==> config.mk <==
export PLATFORM = sky130hd
export DESIGN_NAME = cpu_wb_arbiter_flat
export DESIGN_NICKNAME = d
export VERILOG_FILES = /design/src/rtl/cpu_wb_arbiter_if.sv /design/src/rtl/cpu_wb_arbiter.sv /design/src/flat_wrapper.sv
export SDC_FILE = /design/constraint.sdc
export NUM_CORES = 1
export LEC_CHECK = 0
export CAP_MARGIN = 10
export CORE_MARGIN = 5
export CORE_UTILIZATION = 59
export CTS_BUF_LIST = sky130_fd_sc_hd__clkbuf_4 sky130_fd_sc_hd__clkbuf_8 sky130_fd_sc_hd__clkbuf_16
export CTS_CLUSTER_DIAMETER = 40
export DETAILED_ROUTE_END_ITERATION = 8
export PLACE_DENSITY = 0.85
export SYNTH_ARGS = -nofsm -noshare
export SYNTH_HDL_FRONTEND = slang
export SYNTH_SLANG_ARGS = --single-unit
==> constraint.sdc <==
create_clock -name clk -period 6.8 [get_ports clk]
set_clock_uncertainty 0.1 [all_clocks]
set_input_delay 1.36 -clock clk [delete_from_list [all_inputs] [get_ports clk]]
set_output_delay 1.36 -clock clk [all_outputs]
set_load 0.02 [all_outputs]
==> src/rtl/cpu_wb_arbiter_if.sv <==
// ----------------------------------------------------------------------------
// cpu_wb_arbiter_if
// Bundles the writeback-side signals of cpu_wb_arbiter.
//   alu_*  : single-cycle ALU result request (valid/ready, rd, data)
//   ld_*   : load result returning from data memory (valid/ready, rd, data)
//   iss_*  : decode issue notification used to set load scoreboard bits
//   q_a*   : scoreboard query addresses, busy* : query results
//   wen3/a3/wd3 : register bank write port
// master = producer/consumer side (decode, ALU, memory), slave = arbiter.
// ----------------------------------------------------------------------------
interface cpu_wb_arbiter_if #(
   parameter int ADDR_WIDTH = 5,
   parameter int DATA_WIDTH = 32
);
   logic                  alu_valid;
   logic                  alu_ready;
   logic [ADDR_WIDTH-1:0] alu_rd;
   logic [DATA_WIDTH-1:0] alu_data;
   logic                  ld_valid;
   logic                  ld_ready;
   logic [ADDR_WIDTH-1:0] ld_rd;
   logic [DATA_WIDTH-1:0] ld_data;
   logic                  iss_valid;
   logic                  iss_is_load;
   logic [ADDR_WIDTH-1:0] iss_rd;
   logic [ADDR_WIDTH-1:0] q_a1;
   logic [ADDR_WIDTH-1:0] q_a2;
   logic                  busy1;
   logic                  busy2;
   logic                  wen3;
   logic [ADDR_WIDTH-1:0] a3;
   logic [DATA_WIDTH-1:0] wd3;

   modport master (
      output alu_valid, alu_rd, alu_data,
      output ld_valid, ld_rd, ld_data,
      output iss_valid, iss_is_load, iss_rd,
      output q_a1, q_a2,
      input  alu_ready, ld_ready, busy1, busy2,
      input  wen3, a3, wd3
   );

   modport slave (
      input  alu_valid, alu_rd, alu_data,
      input  ld_valid, ld_rd, ld_data,
      input  iss_valid, iss_is_load, iss_rd,
      input  q_a1, q_a2,
      output alu_ready, ld_ready, busy1, busy2,
      output wen3, a3, wd3
   );
endinterface

==> src/rtl/cpu_wb_arbiter.sv <==
// ----------------------------------------------------------------------------
// cpu_wb_arbiter
// Drives the register bank write port from two sources: single-cycle ALU
// results and variable-latency load results buffered in a small FIFO.
// Keeps a one-bit-per-register load scoreboard that decode queries.
// Ports:
//   clk            : clock, all updates on posedge
//   rst            : asynchronous active-high reset
//   bus (slave)    : alu/ld handshakes, issue info, scoreboard queries,
//                    registered write port wen3/a3/wd3
//   alu_stall_cnt  : (only with CPU_WB_STATS_EN) saturating count of cycles
//                    with alu_valid & !alu_ready
// Optional feature macro: CPU_WB_STATS_EN
// ----------------------------------------------------------------------------
module cpu_wb_arbiter #(
   parameter int ADDR_WIDTH = 5,
   parameter int DATA_WIDTH = 32,
   parameter int LQ_DEPTH   = 4
) (
   input  logic clk,
   input  logic rst,
   cpu_wb_arbiter_if.slave bus
`ifdef CPU_WB_STATS_EN
   ,
   output logic [31:0] alu_stall_cnt
`endif
);

   localparam int PTR_W = $clog2(LQ_DEPTH);
   localparam int CNT_W = PTR_W + 1;
   localparam int NREG  = 1 << ADDR_WIDTH;

   logic [ADDR_WIDTH-1:0] lq_rd_q   [LQ_DEPTH];
   logic [ADDR_WIDTH-1:0] lq_rd_d   [LQ_DEPTH];
   logic [DATA_WIDTH-1:0] lq_data_q [LQ_DEPTH];
   logic [DATA_WIDTH-1:0] lq_data_d [LQ_DEPTH];
   logic [PTR_W-1:0]      wr_ptr_q, wr_ptr_d;
   logic [PTR_W-1:0]      rd_ptr_q, rd_ptr_d;
   logic [CNT_W-1:0]      cnt_q, cnt_d;
   logic [NREG-1:0]       busy_q, busy_d;
   logic                  wen3_q, wen3_d;
   logic [ADDR_WIDTH-1:0] a3_q, a3_d;
   logic [DATA_WIDTH-1:0] wd3_q, wd3_d;

   logic                  full, empty, push, sel_alu, sel_ld;
   logic [ADDR_WIDTH-1:0] sel_rd;
   logic [DATA_WIDTH-1:0] sel_data;

   // Readiness depends on the count alone: a pop in the same cycle does not
   // free a slot for a push, which keeps ld_ready off the arbitration path.
   assign full  = (cnt_q == CNT_W'(LQ_DEPTH));
   assign empty = (cnt_q == '0);
   assign push  = bus.ld_valid & ~full;

   always_comb begin
      sel_alu  = 1'b0;
      sel_ld   = 1'b0;
      sel_rd   = '0;
      sel_data = '0;
      // A full FIFO takes priority so memory is never blocked indefinitely;
      // otherwise the ALU wins and loads drain only in ALU-idle cycles.
      if (full) begin
         sel_ld = 1'b1;
      end else if (bus.alu_valid) begin
         sel_alu = 1'b1;
      end else if (!empty) begin
         sel_ld = 1'b1;
      end
      if (sel_alu) begin
         sel_rd   = bus.alu_rd;
         sel_data = bus.alu_data;
      end else if (sel_ld) begin
         sel_rd   = lq_rd_q[rd_ptr_q];
         sel_data = lq_data_q[rd_ptr_q];
      end
   end

   always_comb begin
      // x0 requests are consumed but never written.
      wen3_d = (sel_alu | sel_ld) && (sel_rd != '0);
      a3_d   = wen3_d ? sel_rd   : a3_q;
      wd3_d  = wen3_d ? sel_data : wd3_q;

      lq_rd_d   = lq_rd_q;
      lq_data_d = lq_data_q;
      wr_ptr_d  = wr_ptr_q;
      rd_ptr_d  = rd_ptr_q;
      if (push) begin
         lq_rd_d[wr_ptr_q]   = bus.ld_rd;
         lq_data_d[wr_ptr_q] = bus.ld_data;
         wr_ptr_d            = wr_ptr_q + PTR_W'(1);
      end
      if (sel_ld) begin
         rd_ptr_d = rd_ptr_q + PTR_W'(1);
      end
      case ({push, sel_ld})
         2'b10:   cnt_d = cnt_q + CNT_W'(1);
         2'b01:   cnt_d = cnt_q - CNT_W'(1);
         default: cnt_d = cnt_q;
      endcase

      // Clear before set so a same-cycle set on the same register wins.
      busy_d = busy_q;
      if (sel_ld && (sel_rd != '0)) begin
         busy_d[sel_rd] = 1'b0;
      end
      if (bus.iss_valid && bus.iss_is_load && (bus.iss_rd != '0)) begin
         busy_d[bus.iss_rd] = 1'b1;
      end
      busy_d[0] = 1'b0;
   end

   always_ff @(posedge clk or posedge rst) begin
      if (rst) begin
         wr_ptr_q <= '0;
         rd_ptr_q <= '0;
         cnt_q    <= '0;
         busy_q   <= '0;
         wen3_q   <= 1'b0;
         a3_q     <= '0;
         wd3_q    <= '0;
      end else begin
         wr_ptr_q <= wr_ptr_d;
         rd_ptr_q <= rd_ptr_d;
         cnt_q    <= cnt_d;
         busy_q   <= busy_d;
         wen3_q   <= wen3_d;
         a3_q     <= a3_d;
         wd3_q    <= wd3_d;
      end
   end

   // Storage needs no reset: entries are only read when cnt_q says so.
   always_ff @(posedge clk) begin
      lq_rd_q   <= lq_rd_d;
      lq_data_q <= lq_data_d;
   end

   assign bus.alu_ready = ~full;
   assign bus.ld_ready  = ~full;
   assign bus.busy1     = busy_q[bus.q_a1];
   assign bus.busy2     = busy_q[bus.q_a2];
   assign bus.wen3      = wen3_q;
   assign bus.a3        = a3_q;
   assign bus.wd3       = wd3_q;

`ifdef CPU_WB_STATS_EN
   logic [31:0] stall_cnt_q, stall_cnt_d;

   always_comb begin
      stall_cnt_d = stall_cnt_q;
      if (bus.alu_valid && full && (stall_cnt_q != 32'hFFFF_FFFF)) begin
         stall_cnt_d = stall_cnt_q + 32'd1;
      end
   end

   always_ff @(posedge clk or posedge rst) begin
      if (rst) begin
         stall_cnt_q <= '0;
      end else begin
         stall_cnt_q <= stall_cnt_d;
      end
   end

   assign alu_stall_cnt = stall_cnt_q;
`endif

endmodule

==> src/flat_wrapper.sv <==
// flat-port wrapper written by rule: the top's interface ports become plain ports
module cpu_wb_arbiter_flat 
#(
   parameter int ADDR_WIDTH = 5,
   parameter int DATA_WIDTH = 32,
   parameter int LQ_DEPTH   = 4
)
  (clk, rst, bus_alu_valid, bus_alu_rd, bus_alu_data, bus_ld_valid, bus_ld_rd, bus_ld_data, bus_iss_valid, bus_iss_is_load, bus_iss_rd, bus_q_a1, bus_q_a2, bus_alu_ready, bus_ld_ready, bus_busy1, bus_busy2, bus_wen3, bus_a3, bus_wd3);
  cpu_wb_arbiter_if #(.ADDR_WIDTH(ADDR_WIDTH), .DATA_WIDTH(DATA_WIDTH)) bus_i ();
  input  logic clk;
  input  logic rst;
  input wire logic [$bits(bus_i.alu_valid)-1:0] bus_alu_valid;
  input wire logic [$bits(bus_i.alu_rd)-1:0] bus_alu_rd;
  input wire logic [$bits(bus_i.alu_data)-1:0] bus_alu_data;
  input wire logic [$bits(bus_i.ld_valid)-1:0] bus_ld_valid;
  input wire logic [$bits(bus_i.ld_rd)-1:0] bus_ld_rd;
  input wire logic [$bits(bus_i.ld_data)-1:0] bus_ld_data;
  input wire logic [$bits(bus_i.iss_valid)-1:0] bus_iss_valid;
  input wire logic [$bits(bus_i.iss_is_load)-1:0] bus_iss_is_load;
  input wire logic [$bits(bus_i.iss_rd)-1:0] bus_iss_rd;
  input wire logic [$bits(bus_i.q_a1)-1:0] bus_q_a1;
  input wire logic [$bits(bus_i.q_a2)-1:0] bus_q_a2;
  output wire logic [$bits(bus_i.alu_ready)-1:0] bus_alu_ready;
  output wire logic [$bits(bus_i.ld_ready)-1:0] bus_ld_ready;
  output wire logic [$bits(bus_i.busy1)-1:0] bus_busy1;
  output wire logic [$bits(bus_i.busy2)-1:0] bus_busy2;
  output wire logic [$bits(bus_i.wen3)-1:0] bus_wen3;
  output wire logic [$bits(bus_i.a3)-1:0] bus_a3;
  output wire logic [$bits(bus_i.wd3)-1:0] bus_wd3;
  assign bus_i.alu_valid = bus_alu_valid;
  assign bus_i.alu_rd = bus_alu_rd;
  assign bus_i.alu_data = bus_alu_data;
  assign bus_i.ld_valid = bus_ld_valid;
  assign bus_i.ld_rd = bus_ld_rd;
  assign bus_i.ld_data = bus_ld_data;
  assign bus_i.iss_valid = bus_iss_valid;
  assign bus_i.iss_is_load = bus_iss_is_load;
  assign bus_i.iss_rd = bus_iss_rd;
  assign bus_i.q_a1 = bus_q_a1;
  assign bus_i.q_a2 = bus_q_a2;
  assign bus_alu_ready = bus_i.alu_ready;
  assign bus_ld_ready = bus_i.ld_ready;
  assign bus_busy1 = bus_i.busy1;
  assign bus_busy2 = bus_i.busy2;
  assign bus_wen3 = bus_i.wen3;
  assign bus_a3 = bus_i.a3;
  assign bus_wd3 = bus_i.wd3;
  cpu_wb_arbiter #(.ADDR_WIDTH(ADDR_WIDTH), .DATA_WIDTH(DATA_WIDTH), .LQ_DEPTH(LQ_DEPTH)) u_core (.clk(clk), .rst(rst), .bus(bus_i));
endmodule
# Word level (Yosys, flattened, before mapping)
# Cells that the tools add are included.
[totals]
register_bits = 224
inputBits = 95
[classes]
muxes = 32
n_addsub = 4
n_reduce_logical = 11
order_cmp = 9
n_eq_ne = 3
n_bitwise = 8
[op_table]
columns = ["cell", "n"]
rows = [
  ["32-bit two-way mux", 7],
  ["128-bit bitwise mux", 1],
  ["32-bit binary-select mux with 2-bit select", 1],
  ["32-bit demux with 2-bit select", 1],
  ["32-bit bitwise AND", 1],
  ["32-bit NOT", 1],
  ["32-bit bitwise OR", 1],
  ["5-bit two-way mux", 5],
  ["5-bit by 6-bit less-than comparator with 1-bit output, second input constant", 4],
  ["20-bit bitwise mux", 1],
  ["1-bit binary-select mux with 5-bit select", 2],
  ["5-bit binary-select mux with 2-bit select", 1],
  ["1-bit demux with 5-bit select", 2],
  ["5-bit demux with 2-bit select", 1],
  ["5-bit by 1-bit greater-or-equal comparator with 1-bit output, second input constant", 2],
  ["5-bit nonzero test", 2],
  ["1-bit two-way mux", 9],
  ["1-bit logical AND", 7],
  ["3-bit greater-or-equal comparator, second input constant", 2],
  ["2-bit NOT with 3-bit output", 2],
  ["3-bit case mux with 2 select lines", 1],
  ["2-bit by 1-bit adder with 2-bit output, second input constant", 2],
  ["3-bit by 1-bit adder with 3-bit output, second input constant", 1],
  ["3-bit equality test, second input constant", 1],
  ["other kinds (9)", 9],
]

# Longest topological paths before layout
[logic_depth]
word_depth = 15
ltp_mapped = 11

# Least setup slack after synthesis
# OpenSTA, ideal clock, no wires.
[synth_path]
path_type = "input-to-output"
start = "input bus_q_a1[0]"
end = "output bus_busy1"
arrival_time_ns = 3.095
required_ns = 5.340
cell_stages = 4
path_slack_ns = 2.245
path_cell_list = "clkbuf_1 mux4_2 mux4_2 mux2_2"
[synth_via]
elab_chain_len = 2
[synth_rtl]
columns = ["item", "line", "rtl"]
rows = [
  ["from (decl)", "flat_wrapper.sv:21", "input wire logic [$bits(bus_i.q_a1)-1:0] bus_q_a1;"],
  ["1-bit binary-select mux with 5-bit select", "cpu_wb_arbiter.sv:141", "assign bus.busy1 = busy_q[bus.q_a1];"],
  ["1-bit two-way mux (not written as such)", "cpu_wb_arbiter.sv:141", ""],
  ["to (decl)", "flat_wrapper.sv:25", "output wire logic [$bits(bus_i.busy1)-1:0] bus_busy1;"],
]
# Every way passes these cells. The select of a mux whose other input is x is not followed.

# Worst setup path after layout
[layout_path]
start = "input bus_q_a2[0]"
end = "output bus_busy2"
[layout_via]
elab_chain_len = 2
[layout_rtl]
columns = ["item", "line", "rtl"]
rows = [
  ["from (decl)", "flat_wrapper.sv:22", "input wire logic [$bits(bus_i.q_a2)-1:0] bus_q_a2;"],
  ["1-bit binary-select mux with 5-bit select", "cpu_wb_arbiter.sv:142", "assign bus.busy2 = busy_q[bus.q_a2];"],
  ["1-bit two-way mux (not written as such)", "cpu_wb_arbiter.sv:142", ""],
  ["to (decl)", "flat_wrapper.sv:26", "output wire logic [$bits(bus_i.busy2)-1:0] bus_busy2;"],
]
# Every way passes these cells. The select of a mux whose other input is x is not followed.

==> flow_summary.yaml <==
outcome:
  status: "complete, no violations"
sta:
  drv_slew: 0
  layout_setup_ws_ps: 1310
  min_period_ps: 5490
  tightest_slew_ps: 1020
  rsz0062_at_grt: "false"
  fmax_mhz: 182
  final_hold_viol_count: 0
  max_slew_margin_pct: 31.8
  setup_tns_ps: 0
  fin_crit_sh_pct: 80.7
  setup_viol_count_final: 0
  timing.hold.ws_ps: 406
place:
  detailed_place_hpwl_mm: 13.8
  dpl_worst_slack_ps: 1270
  place_area_sq_um: 11100
  gp_congestion: 0.973
  numPortBuffers: 136
worst_hold_path:
  hold_class: "reg2reg"
yosys:
  syn_avg_cell_area_sq_um: 17.6
  ys_types: 51
  syn_area_sq_um: 9600
  synth_warnings: 0
  seq_area_frac_synth_pct: 66.1
  ys_ff_latch: 224
  synth_flop_cell: "edfxtp_1"
  synth_cells: 546
  ys_async_sr_fraction_pct: 33.9
  synth_edf_count: 148
  syn-num-nets: 647
detailed_routing:
  avgViaCountPerCell: 6.24
  ant_nets: 0
  routedWlPerCell_um: 23.9
  drt-total-wl_mm: 22.1
  dr.pass1.iters: 5
  drt-initial-drc-count: 538
  drc: 0
  vias: 5785
critical_path:
  end_kind: "output port"
  start_kind: "input port"
  crit_buf_inv: 2
  critPathMaxStageDelay_ps: 800
  cp_slowest_cell: "clkdlybuf4s50_1"
  critPathMaxFanout: 9
  worstPathRequired_ps: 5340
  worstPathCellList: "clkdlybuf4s50_1, mux4_2, mux4_2, mux2_2, clkdlybuf4s50_1"
  worstPathArrival_ps: 4030
  path_class: "in2out"
  cpLargestDelayFamily: "buffers and inverters"
clocking:
  cts-root-buf: "clkbuf_16"
  cts_sinks: 224
  path_clk_slew_ps: 50
  post_cts_buffers: 0
  ctsResizeCount: 0
  clk_path_buf_depth: 3
  numCtsBuffers: 29
  htree_levels: 1
  ctsHoldBuffers: 0
  insertion_delay_ps: 540
  cts_tree: "built"
grt:
  antenna_found_initial: 2
  grt_pass1_vias: 6404
  grt_max_degree: 77
  track_usage_pct: 24.2
  grt_pass1_wl_mm: 34.8
  overflow: 0
power_and_ir_drop:
  vdd_ir_drop_max_uv: 273
  p_leak_uw: 0.00449
  p_per_area_nw_per_um2: 468
die:
  rows: 46
  ios: 137
  die_y_um: 138
  core-area_sq_um: 15900
  die_w_um: 138
  die_area_sq_um: 18900
  initial_core_util_pct: 60.2
final_layout:
  final_cell_area_sq_um: 12100
  drive_gt1_share_pct: 22.8
  ff_latch_area_sq_um: 6350
  syn_to_final_growth_pct: 26.0
  multiInputGateArea_sq_um: 3060
  fill_cells: 898
  layout.nets: 789
run:
  drv_cap: 0
==> stage by stage <==
step           power (uW)  std cells  util (%)
2_1_floorplan        3480        546         -
3_3_place_gp         4050        873      69.7
3_5_place_dp         4140        873      69.7
4_1_cts              5700        926      75.9
5_1_grt              5930        927      75.9
6_report             5660        927      75.9
==> state kept, by name (all words and copies together), names as in the netlist <==
name and count:
u_core.bus.a3 5, u_core.bus.wd3 32, u_core.bus.wen3 1, u_core.busy_q 31, u_core.cnt_q 3, u_core.lq_data_q 128
u_core.lq_rd_q 20, u_core.rd_ptr_q 2, u_core.wr_ptr_q 2
==> cell families (layout without fill, tap and decap cells) <==
family / Yosys count / count (layout) / share of synthesized area, %
AND/OR/NAND/NOR: 55 / 55 / 3.26
AO/OA/AOI/OAI: 121 / 121 / 8.76
XOR/XNOR: 6 / 6 / 0.547
adder cells (fa/ha/maj): 6 / 6 / 0.860
flip-flops: 224 / 224 / 66.1
buffers and inverters: 41 / 205 / 2.10
multiplexers: 93 / 93 / 18.4
other: 0 / 1 / 0
==> routing by layer <==
layer / global-route usage [%] / vias to the layer above / share of wire, %
met5: 0 / - / 0.081
met4: 7.82 / 2 / 2.6
met3: 5.22 / 49 / 7.7
met2: 41.6 / 266 / 52
met1: 30.9 / 2972 / 37
li1: - / 2496 / -
==> layout by cell type, fill, tap and decap left out, drive strengths merged, types with 2 or more instances in the layout <==
master,n
nand3b,5
bufinv,3
nand2,15
a22oi,2
buf,4
clkdlybuf4s50,136
inv,13
mux4,55
a21boi,3
o21ai,53
xor2,2
nor3,2
clkbuf,38
edfxtp,148
o21bai,2
and2,3
xnor2,4
o221ai,2
a22o,34
clkinv,11
nand4,2
nor2,7
o31ai,16
nand3,5
dfrtp,76
or3b,4
a31o,2
a21oi,2
and3,6
ha,5
mux2,37
==> synth_stat cells (2+ instances only) <==
cell	n	share of area [%]
a21boi_0	3	0.23
a21oi_1	2	0.10
a22o_1	34	3.1
a31o_2	2	0.18
and2_1	3	0.20
and3_1	6	0.39
buf_1	2	0.078
buf_2	5	0.26
buf_6	5	0.59
clkbuf_1	16	0.63
dfrtp_1	76	20
edfxtp_1	148	46
ha_1	5	0.65
inv_1	12	0.47
mux2_2	12	1.4
mux2_4	25	3.9
mux4_1	2	0.55
mux4_2	53	12
nand2_1	15	0.59
nand3_1	5	0.26
nand3b_1	5	0.39
nand4_1	2	0.13
nor2_1	7	0.27
o21ai_0	52	2.7
o21bai_1	2	0.16
o31ai_1	16	1.3
or3b_1	2	0.18
or3b_2	2	0.18
xnor2_1	4	0.36
xor2_1	2	0.18
==> final timing paths <==
check,from,endpoint,slack (ps),cells after the start
worst max-delay path,bus_q_a2[0],bus_busy2,1310,5
worst min-delay path,u_core.bus.wd3[1],u_core.bus.wd3[1],410,1
worst max register to register,u_core.rd_ptr_q[0],u_core.bus.wd3[4],3270,6
worst min register to register,u_core.bus.wd3[1],u_core.bus.wd3[1],410,1
max in group asynchronous,rst,u_core.rd_ptr_q[1],4530,3
min in group asynchronous,rst,u_core.busy_q[22],1380,3
==> final cells by class <==
class                      count  share of cell area (%)
antenna                        1                  0.0207
tap                          216                    2.23
timing repair buffer         140                    11.5
clock buffer                  38                    6.56
sequential                   224                    52.5
clock inverter                15                    1.55
inverter                      12                   0.383
multi-input combinational    281                    25.3
==> power breakdown <==
part           switching, uW  internal (uW)
Sequential               255           1890
Clock                    569            946
Combinational            988           1020
Total                   1810           3850
No activity file was read; power rests on OpenSTA's default activity.
